File: src/rtl/speed_meter_pkg.sv
// speed_meter_pkg: default constants and saturating step arithmetic for the speed_meter_mc family.
package speed_meter_pkg;

  localparam int unsigned DEF_STEP    = 1920;
  localparam int unsigned DEF_WIN_LEN = 30719;

  // Adds or subtracts one step from an acc_w-bit unsigned accumulator carried in 32 bits.
  // Returns {sat, value}: sat is set whenever the result had to be clamped to 0 or 2^acc_w-1.
  // When inc and dec are both set they cancel, exactly as when neither is set.
  function automatic logic [32:0] sat_step(
    input logic [31:0] acc,
    input logic        inc,
    input logic        dec,
    input logic [31:0] step,
    input int unsigned acc_w
  );
    logic [32:0] max_v;
    logic [32:0] sum;
    max_v    = (33'd1 << acc_w) - 33'd1;
    sum      = {1'b0, acc} + {1'b0, step};
    sat_step = {1'b0, acc};
    if (inc && !dec) begin
      if (sum > max_v) sat_step = {1'b1, max_v[31:0]};
      else             sat_step = sum;
    end else if (dec && !inc) begin
      if (acc < step) sat_step = {1'b1, 32'd0};
      else            sat_step = {1'b0, acc - step};
    end
  endfunction

endpackage

File: src/rtl/speed_meter_mc_if.sv
// speed_meter_mc_if: event inputs, window programming and published results of speed_meter_mc.
// With SPEED_METER_PEAK_EN defined it also carries peak_clr and peak_out.
interface speed_meter_mc_if #(
  parameter int unsigned N_CH  = 4,
  parameter int unsigned ACC_W = 18,
  parameter int unsigned TMR_W = 16
);

  logic [N_CH-1:0]       inc;
  logic [N_CH-1:0]       dec;
  logic [TMR_W-1:0]      win_len;
  logic                  win_load;
  logic [N_CH*ACC_W-1:0] d_out;
  logic                  valid_out;
  logic [N_CH-1:0]       sat_out;
  logic [TMR_W-1:0]      win_active;
`ifdef SPEED_METER_PEAK_EN
  logic                  peak_clr;
  logic [N_CH*ACC_W-1:0] peak_out;
`endif

  // valid_out is a one-cycle publish strobe with no ready and no back-pressure: d_out, sat_out
  // (and peak_out) change only on the edge that raises valid_out and hold until the next strobe.
  // inc, dec, win_load and peak_clr are single-cycle pulses sampled on every clk edge.
`ifdef SPEED_METER_PEAK_EN
  modport master (
    output inc, dec, win_len, win_load, peak_clr,
    input  d_out, valid_out, sat_out, win_active, peak_out
  );
  modport slave (
    input  inc, dec, win_len, win_load, peak_clr,
    output d_out, valid_out, sat_out, win_active, peak_out
  );
`else
  modport master (
    output inc, dec, win_len, win_load,
    input  d_out, valid_out, sat_out, win_active
  );
  modport slave (
    input  inc, dec, win_len, win_load,
    output d_out, valid_out, sat_out, win_active
  );
`endif

endinterface

File: src/rtl/speed_meter_chan.sv
// speed_meter_chan: one channel's saturating window accumulator, sticky saturation flag and result.
// With SPEED_METER_PEAK_EN defined it also keeps the largest published result.
module speed_meter_chan
  import speed_meter_pkg::*;
#(
  parameter int unsigned ACC_W = 18,
  parameter int unsigned STEP  = DEF_STEP
) (
  input  logic             clk,
  input  logic             reset,
  input  logic             inc,
  input  logic             dec,
  input  logic             tc,
`ifdef SPEED_METER_PEAK_EN
  input  logic             peak_clr,
  output logic [ACC_W-1:0] peak,
`endif
  output logic [ACC_W-1:0] result,
  output logic             sat
);

  logic [ACC_W-1:0]  acc;
  logic              sticky;
  logic [32:0]       nxt;
  logic [ACC_W-1:0]  nxt_val;
  logic              nxt_sat;
  logic [31-ACC_W:0] unused_hi;

  assign nxt       = sat_step(32'(acc), inc, dec, 32'(STEP), ACC_W);
  assign nxt_val   = nxt[ACC_W-1:0];
  assign nxt_sat   = nxt[32];
  assign unused_hi = nxt[31:ACC_W];

  // The terminal cycle publishes the value including that cycle's own event, so nothing is lost
  // across the window boundary; the new window then starts from zero.
  always_ff @(posedge clk or posedge reset) begin
    if (reset) begin
      acc    <= '0;
      sticky <= 1'b0;
      result <= '0;
      sat    <= 1'b0;
    end else if (tc) begin
      result <= nxt_val;
      sat    <= sticky | nxt_sat;
      acc    <= '0;
      sticky <= 1'b0;
    end else begin
      acc    <= nxt_val;
      sticky <= sticky | nxt_sat;
    end
  end

`ifdef SPEED_METER_PEAK_EN
  // A clear that lands on the terminal cycle restarts the peak from the fresh result, not from 0.
  always_ff @(posedge clk or posedge reset) begin
    if (reset) begin
      peak <= '0;
    end else if (tc) begin
      if (peak_clr || (nxt_val > peak)) peak <= nxt_val;
    end else if (peak_clr) begin
      peak <= '0;
    end
  end
`endif

endmodule

File: src/rtl/speed_meter_mc.sv
// speed_meter_mc: N_CH-channel windowed event-rate meter; all channels publish together at window end.
// Optional peak tracking (peak_clr / peak_out) is built when SPEED_METER_PEAK_EN is defined.
module speed_meter_mc
  import speed_meter_pkg::*;
#(
  parameter int unsigned N_CH        = 4,
  parameter int unsigned ACC_W       = 18,
  parameter int unsigned STEP        = DEF_STEP,
  parameter int unsigned TMR_W       = 16,
  parameter int unsigned WIN_DEFAULT = DEF_WIN_LEN
) (
  input logic             clk,
  input logic             reset,
  speed_meter_mc_if.slave bus
);

  localparam logic [TMR_W-1:0] WIN_RST = TMR_W'(WIN_DEFAULT);
  localparam logic [TMR_W-1:0] WIN_MIN = TMR_W'(1);

  logic [TMR_W-1:0]      timer;
  logic [TMR_W-1:0]      win_active;
  logic [TMR_W-1:0]      win_pending;
  logic                  win_pend_flag;
  logic                  valid_q;
  logic                  tc;
  logic [TMR_W-1:0]      win_len_clamped;
  logic [N_CH*ACC_W-1:0] d_flat;
  logic [N_CH-1:0]       sat_flat;

  assign tc              = (timer == win_active);
  assign win_len_clamped = (bus.win_len == '0) ? WIN_MIN : bus.win_len;

  // A load in the terminal cycle lands in win_pending after the old pending value has been
  // promoted, so it takes effect one window later; repeated loads simply overwrite.
  always_ff @(posedge clk or posedge reset) begin
    if (reset) begin
      timer         <= '0;
      win_active    <= WIN_RST;
      win_pending   <= WIN_RST;
      win_pend_flag <= 1'b0;
      valid_q       <= 1'b0;
    end else begin
      valid_q <= tc;
      timer   <= tc ? '0 : timer + TMR_W'(1);
      if (tc && win_pend_flag) begin
        win_active    <= win_pending;
        win_pend_flag <= 1'b0;
      end
      if (bus.win_load) begin
        win_pending   <= win_len_clamped;
        win_pend_flag <= 1'b1;
      end
    end
  end

`ifdef SPEED_METER_PEAK_EN
  logic [N_CH*ACC_W-1:0] peak_flat;
  assign bus.peak_out = peak_flat;
`endif

  for (genvar k = 0; k < N_CH; k++) begin : g_chan
    speed_meter_chan #(
      .ACC_W (ACC_W),
      .STEP  (STEP)
    ) u_chan (
      .clk      (clk),
      .reset    (reset),
      .inc      (bus.inc[k]),
      .dec      (bus.dec[k]),
      .tc       (tc),
`ifdef SPEED_METER_PEAK_EN
      .peak_clr (bus.peak_clr),
      .peak     (peak_flat[k*ACC_W +: ACC_W]),
`endif
      .result   (d_flat[k*ACC_W +: ACC_W]),
      .sat      (sat_flat[k])
    );
  end

  assign bus.d_out      = d_flat;
  assign bus.sat_out    = sat_flat;
  assign bus.valid_out  = valid_q;
  assign bus.win_active = win_active;

endmodule

File: src/flat_wrapper.sv
// flat-port wrapper written by rule: the top's interface ports become plain ports
module speed_meter_mc_flat import speed_meter_pkg::*;
#(
  parameter int unsigned N_CH        = 4,
  parameter int unsigned ACC_W       = 18,
  parameter int unsigned STEP        = DEF_STEP,
  parameter int unsigned TMR_W       = 16,
  parameter int unsigned WIN_DEFAULT = DEF_WIN_LEN
)
  (clk, reset, bus_inc, bus_dec, bus_win_len, bus_win_load, bus_d_out, bus_valid_out, bus_sat_out, bus_win_active);
  speed_meter_mc_if #(.N_CH(N_CH), .ACC_W(ACC_W), .TMR_W(TMR_W)) bus_i ();
  input logic clk;
  input logic reset;
  input wire logic [$bits(bus_i.inc)-1:0] bus_inc;
  input wire logic [$bits(bus_i.dec)-1:0] bus_dec;
  input wire logic [$bits(bus_i.win_len)-1:0] bus_win_len;
  input wire logic [$bits(bus_i.win_load)-1:0] bus_win_load;
  output wire logic [$bits(bus_i.d_out)-1:0] bus_d_out;
  output wire logic [$bits(bus_i.valid_out)-1:0] bus_valid_out;
  output wire logic [$bits(bus_i.sat_out)-1:0] bus_sat_out;
  output wire logic [$bits(bus_i.win_active)-1:0] bus_win_active;
  assign bus_i.inc = bus_inc;
  assign bus_i.dec = bus_dec;
  assign bus_i.win_len = bus_win_len;
  assign bus_i.win_load = bus_win_load;
  assign bus_d_out = bus_i.d_out;
  assign bus_valid_out = bus_i.valid_out;
  assign bus_sat_out = bus_i.sat_out;
  assign bus_win_active = bus_i.win_active;
  speed_meter_mc #(.N_CH(N_CH), .ACC_W(ACC_W), .STEP(STEP), .TMR_W(TMR_W), .WIN_DEFAULT(WIN_DEFAULT)) u_core (.clk(clk), .reset(reset), .bus(bus_i));
endmodule
File: config.mk
export PLATFORM = sky130hd
export DESIGN_NAME = speed_meter_mc_flat
export DESIGN_NICKNAME = d
export VERILOG_FILES = /design/src/rtl/speed_meter_pkg.sv /design/src/rtl/speed_meter_mc_if.sv /design/src/rtl/speed_meter_chan.sv /design/src/rtl/speed_meter_mc.sv /design/src/flat_wrapper.sv
export SDC_FILE = /design/constraint.sdc
export NUM_CORES = 1
export LEC_CHECK = 0
export CELL_PAD_IN_SITES_DETAIL_PLACEMENT = 0
export CELL_PAD_IN_SITES_GLOBAL_PLACEMENT = 1
export CORE_MARGIN = 5
export CORE_UTILIZATION = 47
export CTS_CLUSTER_SIZE = 14
export DETAILED_ROUTE_END_ITERATION = 10
export GPL_ROUTABILITY_DRIVEN = 0
export GPL_TIMING_DRIVEN = 0
export PLACE_DENSITY_LB_ADDON = 0.1
export SLEW_MARGIN = 10
export SYNTH_ARGS = -nofsm -noshare
export SYNTH_HDL_FRONTEND = slang
export SYNTH_SLANG_ARGS = --single-unit
File: constraint.sdc
create_clock -name clk -period 19.6 [get_ports clk]
set_clock_uncertainty 0.2 [all_clocks]
set_input_delay 3.92 -clock clk [delete_from_list [all_inputs] [get_ports clk]]
set_output_delay 3.92 -clock clk [all_outputs]
set_load 0.05 [all_outputs]
==> results of run 1 <==
how the worst min path moves through the flow:
stage	startpoint	to	slack, ns
2_1_floorplan	u_core.timer[0]	u_core.timer[0]	0.27
3_3_place_gp	u_core.win_pending[11]	u_core.win_pending[11]	0.29
3_5_place_dp	u_core.win_pending[11]	u_core.win_pending[11]	0.30
4_1_cts	u_core.win_pending[11]	u_core.win_pending[11]	0.31
5_1_grt	u_core.g_chan[0].u_chan.result[15]	u_core.g_chan[0].u_chan.result[15]	0.34
6_report	u_core.win_pending[11]	u_core.win_pending[11]	0.31
worst reg2reg max path: cells and delay by family (launching register included):
kind / cells / cell delay (ns)
buffers and inverters: 2 / 1.09
and+or+nand+nor: 2 / 0.93
DFF: 1 / 0.55
AOI/OAI and AO/OA: 1 / 0.20
xor gates and xnor gates: 1 / 0.14
sequential cells by signal (all words and copies together), names as in the netlist:
name and flops:
u_core.g_chan.u_chan.sticky 4, u_core.win_pending 16, u_core.bus.valid_out 1, u_core.g_chan.u_chan.acc 72, u_core.bus.win_active 16, u_core.win_pend_flag 1
u_core.g_chan.u_chan.sat 4, u_core.timer 16, u_core.g_chan.u_chan.result 72
through the flow:
| stage | hold slack, ns | instance area, sq um | setup WS [ns] | utilization (%) | power [mW] |
|---|---|---|---|---|---|
| 3_5_place_dp | 0.298 | 12000 | 12.63 | 54.8 | 1.52 |
| 6_report | 0.309 | 12800 | 13.12 | 58.4 | 1.96 |
| 5_1_grt | 0.336 | 12800 | 12.96 | 58.4 | 2.08 |
| 4_1_cts | 0.312 | 12800 | 13.16 | 58.4 | 1.97 |
| 2_1_floorplan | 0.267 | 10400 | 10.02 | - | 1.26 |
| 3_3_place_gp | 0.290 | 12000 | 7.32 | 54.7 | 1.51 |
power by group:
group	switching [mW]	internal [mW]	leakage, nW	total, mW
registers	0.101	0.545	2.51	0.646
logic	0.556	0.318	2.30	0.874
clock network	0.178	0.264	0.391	0.441
total	0.834	1.13	5.20	1.96
cell usage in the layout (no fill, tap or decap), types with 33 or more instances in the layout:
cell               n
nand4_1           33
mux2_2            38
nor2_1           140
xnor2_1           35
clkdlybuf4s50_1  117
clkbuf_1          77
dfrtp_1          174
a31oi_1           45
nand2_1           58
o21ai_0           36
a21oi_1          116
cell families after synthesis:
logic type                 count (synthesis)  synth area share, %
DFF                                      202                 48.7
adders and majority gates                 13                 1.56
buffers and inverters                    123                 4.72
xor gates and xnor gates                  48                 4.02
muxes                                     52                 5.44
AOI/OAI and AO/OA                        281                 16.7
and+or+nand+nor                          383                 18.9
per-layer routing:
layer  global-route usage, %  part of all wire (%)  up-vias
met5                       0                     0        -
met4                    6.13                   2.5        0
met3                    3.83                   5.4       49
met2                    36.6                    47      255
met1                    31.9                    45     4409
li1                        -                     -     4264
final cells by class:
| cell class | count | area [sq um] | share of cell area, % |
|---|---|---|---|
| sequential | 202 | 5090 | 39.8 |
| timing repair buffer | 118 | 1200 | 9.37 |
| buffer | 91 | 373 | 2.92 |
| tap | 280 | 350 | 2.74 |
| clock buffer | 38 | 756 | 5.91 |
| clock inverter | 5 | 28.8 | 0.225 |
| inverter | 32 | 128 | 0.998 |
| multi-input combinational | 777 | 4870 | 38.0 |
==> impl_results.md, run 1 <==
- Outcome: completed
- Unrepaired setup endpoints after global routing: no
- CTS buffer count: 24
- Worst Hold Depth: 1
- CTS tree: built
- Yosys cell types: 70
- Max-slew violations: 0
- DRC: 0
- Seq/Total Area, Yosys: ~49%
- Reg clk slew, reported paths: around 0.06 ns
- Number of flops mapped to enable cells by yosys: 0
- CTS Sinks: between 200 and 250
- Synthesis Warnings: 0
- Setup crit start kind: primary input
- Antenna viol nets, final: 0
- DP HPWL: 20,800 um
- Worst setup endpoint: u_core.g_chan[1].u_chan.result[10]
- Main synth FF type: dfrtp_1
- Final std cells w/o fill: roughly 1,500
- Ys async rst share: between 90% and 100%
- P&R area growth vs syn: 22.4%
- GR Util All Layers: ~23%
- Antenna diode count: 0
- Clk_lat worst skew: approximately 0.52 ns
- Nets: between 1,000 and 1,500
- H-tree levels: 1
- Top cells by count, synth: dfrtp_1, nor2_1, a21oi_1, clkbuf_1, nand2_1
- Leakage power total: 5.20 nW
- CP required: 19.76 ns
- R2R depth: 6
- Clk root buf: clkbuf_16
- Die Wd: approximately 160 um
- Pre-Repair DR Iteration Count: 7
- Die Footprint: between 20,000 and 30,000 sq um
- CP Buf/Inv Count: 3
- Initial antenna violation count: 0
- CP max FO: 10
- CP Launch Point: bus_dec[1]
- Congestion Overflow GR: 0
- Fin crit period: 6.48 ns
- Final Hold Viols: 0
- Worst R2R Start: u_core.bus.win_active[5]
- Die H: ~160 um
- CP top delay family: buffers and inverters
- Final setup viols: 0
- Largest incremental delay on the critical path: between 0.6 and 0.7 ns
- Most frequent cell on the critical path: clkbuf_1
- First-pass GRT wire length: ~48,000 um
- Power Dens Cells: roughly 150 nW/um^2
- Via-to-Cell Ratio: between 5 and 6
- Drt wl/cell: 19.0 um
- Most common cell in the netlist: dfrtp_1
- Post-cts repair resize count: 0
- Fillers: around 2,000
- Cell accounting for the most synthesized area: dfrtp_1
- Top Ports: 120
- FF+latch count, synth: roughly 200
- Post-Synthesis Cells: between 1,000 and 1,500
- Post-CTS Setup Inserts: 0
- Total core area: between 20,000 and 25,000 sq um
- Number of buffers added on ports: 117
- F_max: approximately 0.15 GHz
- Synth top area share: between 40% and 50%
- Row Count: 54
- Cell area after synthesis: between 10,000 and 15,000 sq um
- Relative slew slack: between 40% and 50%
- Setup TNS: 0 ns
- Worst-path cell chain: clkdlybuf4s50_1 > clkbuf_1 > nor3b_2 > nand4_1 > clkbuf_1 > a211oi_1 > a21oi_1
- Worst-case clock buffer depth: 3
- R2R setup slack: 16.34 ns
- Post-Place Cells: ~1,500
- Min-Delay Path Class: flip-flop to flip-flop
- WS Path Type: primary input to flip-flop
- Total Wirelength: between 20,000 and 30,000 um
- Crit path arrival time: about 6.6 ns
- CP Depth: 7
- Maximum VDD drop: 0.0834 mV
- Via count: roughly 9,000
- Tcrit/Tclk final: ~33%
- Layout cells sized above 1: around 10%
- CP max stage cell: nor3b_2
- CP endpoint kind: flip-flop
- Initial Utilization: between 40 and 50%
- Vias in the first global route: roughly 9,000
- Hold_buf cts: 0
- # Max-Cap Violations: 0
- Reg-to-Reg End: u_core.g_chan[0].u_chan.result[8]
- Syn Nets: about 1,100
- Largest net degree at the start of global routing: roughly 120
- Avg Synthesized Cell Area: about 9.5 sq um
- Top cells by area, synth: dfrtp_1, dfstp_2, a21oi_1
- Worst-margin pin slew: ~0.84 ns
- Iter 0 DRT Violations: about 640
(Power assumes the default switching activity.)
==> run 2, diff against run 1 <==
--- a/config.mk
+++ b/config.mk
@@ -8,7 +8,7 @@
 export CELL_PAD_IN_SITES_DETAIL_PLACEMENT = 0
 export CELL_PAD_IN_SITES_GLOBAL_PLACEMENT = 1
 export CORE_MARGIN = 5
-export CORE_UTILIZATION = 47
+export CORE_UTILIZATION = 44
 export CTS_CLUSTER_SIZE = 14
 export DETAILED_ROUTE_END_ITERATION = 10
 export GPL_ROUTABILITY_DRIVEN = 0
==> constraint.sdc (replaced) <==
create_clock -name clk -period 6.65 [get_ports clk]
set_clock_uncertainty 0.2 [all_clocks]
set_input_delay 1.33 -clock clk [delete_from_list [all_inputs] [get_ports clk]]
set_output_delay 1.33 -clock clk [all_outputs]
set_load 0.05 [all_outputs]
==> run 2 against run 1 <==
  * Combinational power rose to 3.0 times the previous value
  * Count of clock-buffer cells in the layout down 1
  * Design area up 0.61%
  * Cell count up 2.7%
  * Total power rose to 2.9 times the previous value
  * Non-clock buffer count up 5
  * Sequential share of layout area down 0.24 points
  * Sequential power rose to 2.9 times the previous value
  * Wire length down 0.55%
  * Flip-flop and latch count unchanged
  * Register-to-register slack worse by 13 ns
==> impl_results.md, run 2 (synthesis results as in run 1) <==
- Outcome: completed (unchanged)
- Leakage power total: 5.20 nW (about the same)
- Power Dens Cells: 443 nW/um^2 (was 153 nW/um^2)
- Antenna diode count: 0 (unchanged)
- Clk_lat worst skew: 0.53 ns (was 0.52 ns)
- Total Wirelength: 29,100 um (was 29,300 um)
- Fillers: 2,258 (was 1,961)
- Worst R2R Start: u_core.bus.win_active[12] (was u_core.bus.win_active[5])
- Min-Delay Path Class: flip-flop to flip-flop (unchanged)
- WS Path Type: primary input to flip-flop (unchanged)
- GR Util All Layers: 21.7% (was 22.7%)
- Reg clk slew, reported paths: 0.06 ns (about the same)
- CTS tree: built (unchanged)
- Most frequent cells in the layout: dfrtp_1, nor2_1, clkdlybuf4s50_1 (unchanged)
- Metal2 WL: 13,900 um (was 13,800 um)
- CP endpoint kind: flip-flop (unchanged)
- R2R depth: 6 (unchanged)
- Die Footprint: 26,900 sq um (was 25,300 sq um)
- Initial antenna violation count: 0 (unchanged)
- Crit path arrival time: 4.05 ns (was 6.64 ns)
- F_max: approximately 0.26 GHz
- Iter 0 DRT Violations: 511 (was 636)
- Worst-case clock buffer depth: 3 (unchanged)
- Hold_buf cts: 0 (unchanged)
- Top Ports: 120 (unchanged)
- Final setup viols: 0 (unchanged)
- Layout cells sized above 1: 10.3% (was 10.4%)
- Row Count: 56 (was 54)
- CP required: 6.83 ns (was 19.76 ns)
- CTS Sinks: 202 (unchanged)
- Die H: 164 um (was 159 um)
- Setup crit start kind: primary input (unchanged)
- DP HPWL: 21,500 um (was 20,800 um)
- Pre-Repair DR Iteration Count: 5 (was 7)
- Total core area: 23,400 sq um (was 21,900 sq um)
- Routed length on met1: 13,300 um (was 13,100 um)
- R2R setup slack: 3.34 ns (was 16.34 ns)
- Post-CTS Setup Inserts: 0 (unchanged)
- CP max FO: 10 (unchanged)
- Dpl cell area: 12,100 sq um (was 12,000 sq um)
- Post-cts repair resize count: 0 (unchanged)
- Setup TNS: 0 ns (unchanged)
- Maximum VDD drop: 0.283 mV (was 0.0834 mV)
- Top layer in use: met4 (unchanged)
- P&R area growth vs syn: 23.1% (was 22.4%)
- Unrepaired setup endpoints after global routing: no (unchanged)
- Biggest regs: u_core.g_chan.u_chan.acc: 72 flops, u_core.g_chan.u_chan.result: 72 flops (unchanged)
- Largest net degree at the start of global routing: 40 (was 119)
- Reg-to-Reg End: u_core.g_chan[0].u_chan.result[8] (unchanged)
- Tcrit/Tclk final: between 50% and 60%
- Worst-margin pin slew: 0.877 ns (was 0.838 ns)
- CTS buffer count: 24 (unchanged)
- Tot Pwr: 5.70 mW (was 1.96 mW)
- CP Launch Point: bus_dec[1] (unchanged)
- Clk root buf: clkbuf_16 (unchanged)
- Most common cell after layout, fill and taps aside: dfrtp_1 (unchanged)
- Routed wl met3: 1350 um (was 1570 um)
- Congestion Overflow GR: 0 (unchanged)
- # Max-Cap Violations: 0 (unchanged)
- Final Hold Viols: 0 (unchanged)
- Nets: 1,291 (was 1,286)
- Initial Utilization: 44.6% (was 47.7%)
- Worst setup endpoint: u_core.g_chan[1].u_chan.result[10] (unchanged)
- Die Wd: 164 um (was 159 um)
- Drt wl/cell: 18.4 um (was 19.0 um)
- Relative slew slack: 41.0% (was 43.6%)
- Number of buffers added on ports: 117 (unchanged)
- Vias in the first global route: 8,743 (was 8,956)
- Via-to-Cell Ratio: 5.63 (was 5.82)
- Via count: 8,922 (was 8,977)
- Finished layout cell area: 12,900 sq um (was 12,800 sq um)
- Antenna viol nets, final: 0 (unchanged)
- Max-slew violations: 0 (unchanged)
- Fin crit period: roughly 3.9 ns
- First-pass GRT wire length: 47,000 um (was 48,100 um)
- DRC: 0 (unchanged)
- H-tree levels: 1 (unchanged)
run 2: stage by stage:
stage	worst slack, ns	hold slack (ns)	util (%)	std cells
2_1_floorplan	2.53	0.267	-	1102
3_3_place_gp	0.874	0.288	51.4	1538
3_5_place_dp	2.26	0.300	51.9	1544
4_1_cts	2.78	0.313	55.0	1585
5_1_grt	2.55	0.328	55.0	1585
6_report	2.77	0.308	55.0	1585
run 2: final cells by class:
class                           count  area, sq um  share of cell area [%]
Timing Repair Buffer              123         1290                    10.0
Inverter                           32          124                   0.963
Sequential cell                   202         5090                    39.6
Multi-Input combinational cell    777         4870                    37.8
Tap cell                          319          399                    3.10
Clock buffer                       37          689                    5.36
Buffer                             91          373                    2.90
Clock inverter                      4         35.0                   0.272
run 2: worst max-delay path: stages:
cell	delay, ns
clkdlybuf4s50_1	0.46
clkbuf_1	0.32
nor3b_2	0.59
nand4_1	0.43
clkbuf_1	0.40
a211oi_1	0.40
a21oi_1	0.11
run 2: worst min-delay path by stage:
| stage | start | end | slack (ns) | cells past startpoint |
|---|---|---|---|---|
| after floorplan | u_core.timer[0] | u_core.timer[0] | 0.27 | 1 |
| after global placement | u_core.win_pending[11] | u_core.bus.win_active[11] | 0.29 | 1 |
| after detailed placement | u_core.g_chan[3].u_chan.result[11] | u_core.g_chan[3].u_chan.result[11] | 0.30 | 1 |
| after CTS | u_core.g_chan[3].u_chan.result[11] | u_core.g_chan[3].u_chan.result[11] | 0.31 | 1 |
| after global routing | u_core.g_chan[0].u_chan.result[15] | u_core.g_chan[0].u_chan.result[15] | 0.33 | 1 |
| final | u_core.g_chan[3].u_chan.result[11] | u_core.g_chan[3].u_chan.result[11] | 0.31 | 1 |
run 2: where the power goes:
part / total [mW] / internal (mW) / switching (mW) / leakage (nW)
logic: 2.58 / 0.942 / 1.64 / 2.34
clock network: 1.22 / 0.710 / 0.506 / 0.354
registers: 1.90 / 1.61 / 0.290 / 2.51
total: 5.70 / 3.26 / 2.44 / 5.20
run 2: routing by layer:
layer  up-vias  GRT usage [%]
li1       4292              -
met1      4364           30.6
met5         -              0
met3        41           3.06
met4         0           5.18
met2       225           35.5
==> run 3, diff against run 2 <==
==> constraint.sdc (replaced) <==
create_clock -name clk -period 3.9 [get_ports clk]
set_clock_uncertainty 0.2 [all_clocks]
set_input_delay 0.78 -clock clk [delete_from_list [all_inputs] [get_ports clk]]
set_output_delay 0.78 -clock clk [all_outputs]
set_load 0.05 [all_outputs]
==> results of run 3 <==
The final DEF is identical to that of run 2. Status: completed.
Among the figures that moved: setup slack after placement 2.26 ns -> 0.0551 ns; setup slack after layout 2.77 ns -> 0.573 ns; register-to-register setup slack 3.34 ns -> 0.59 ns; total power 5.70 mW -> 9.72 mW; worst IR drop on VDD 0.283 mV -> 0.482 mV
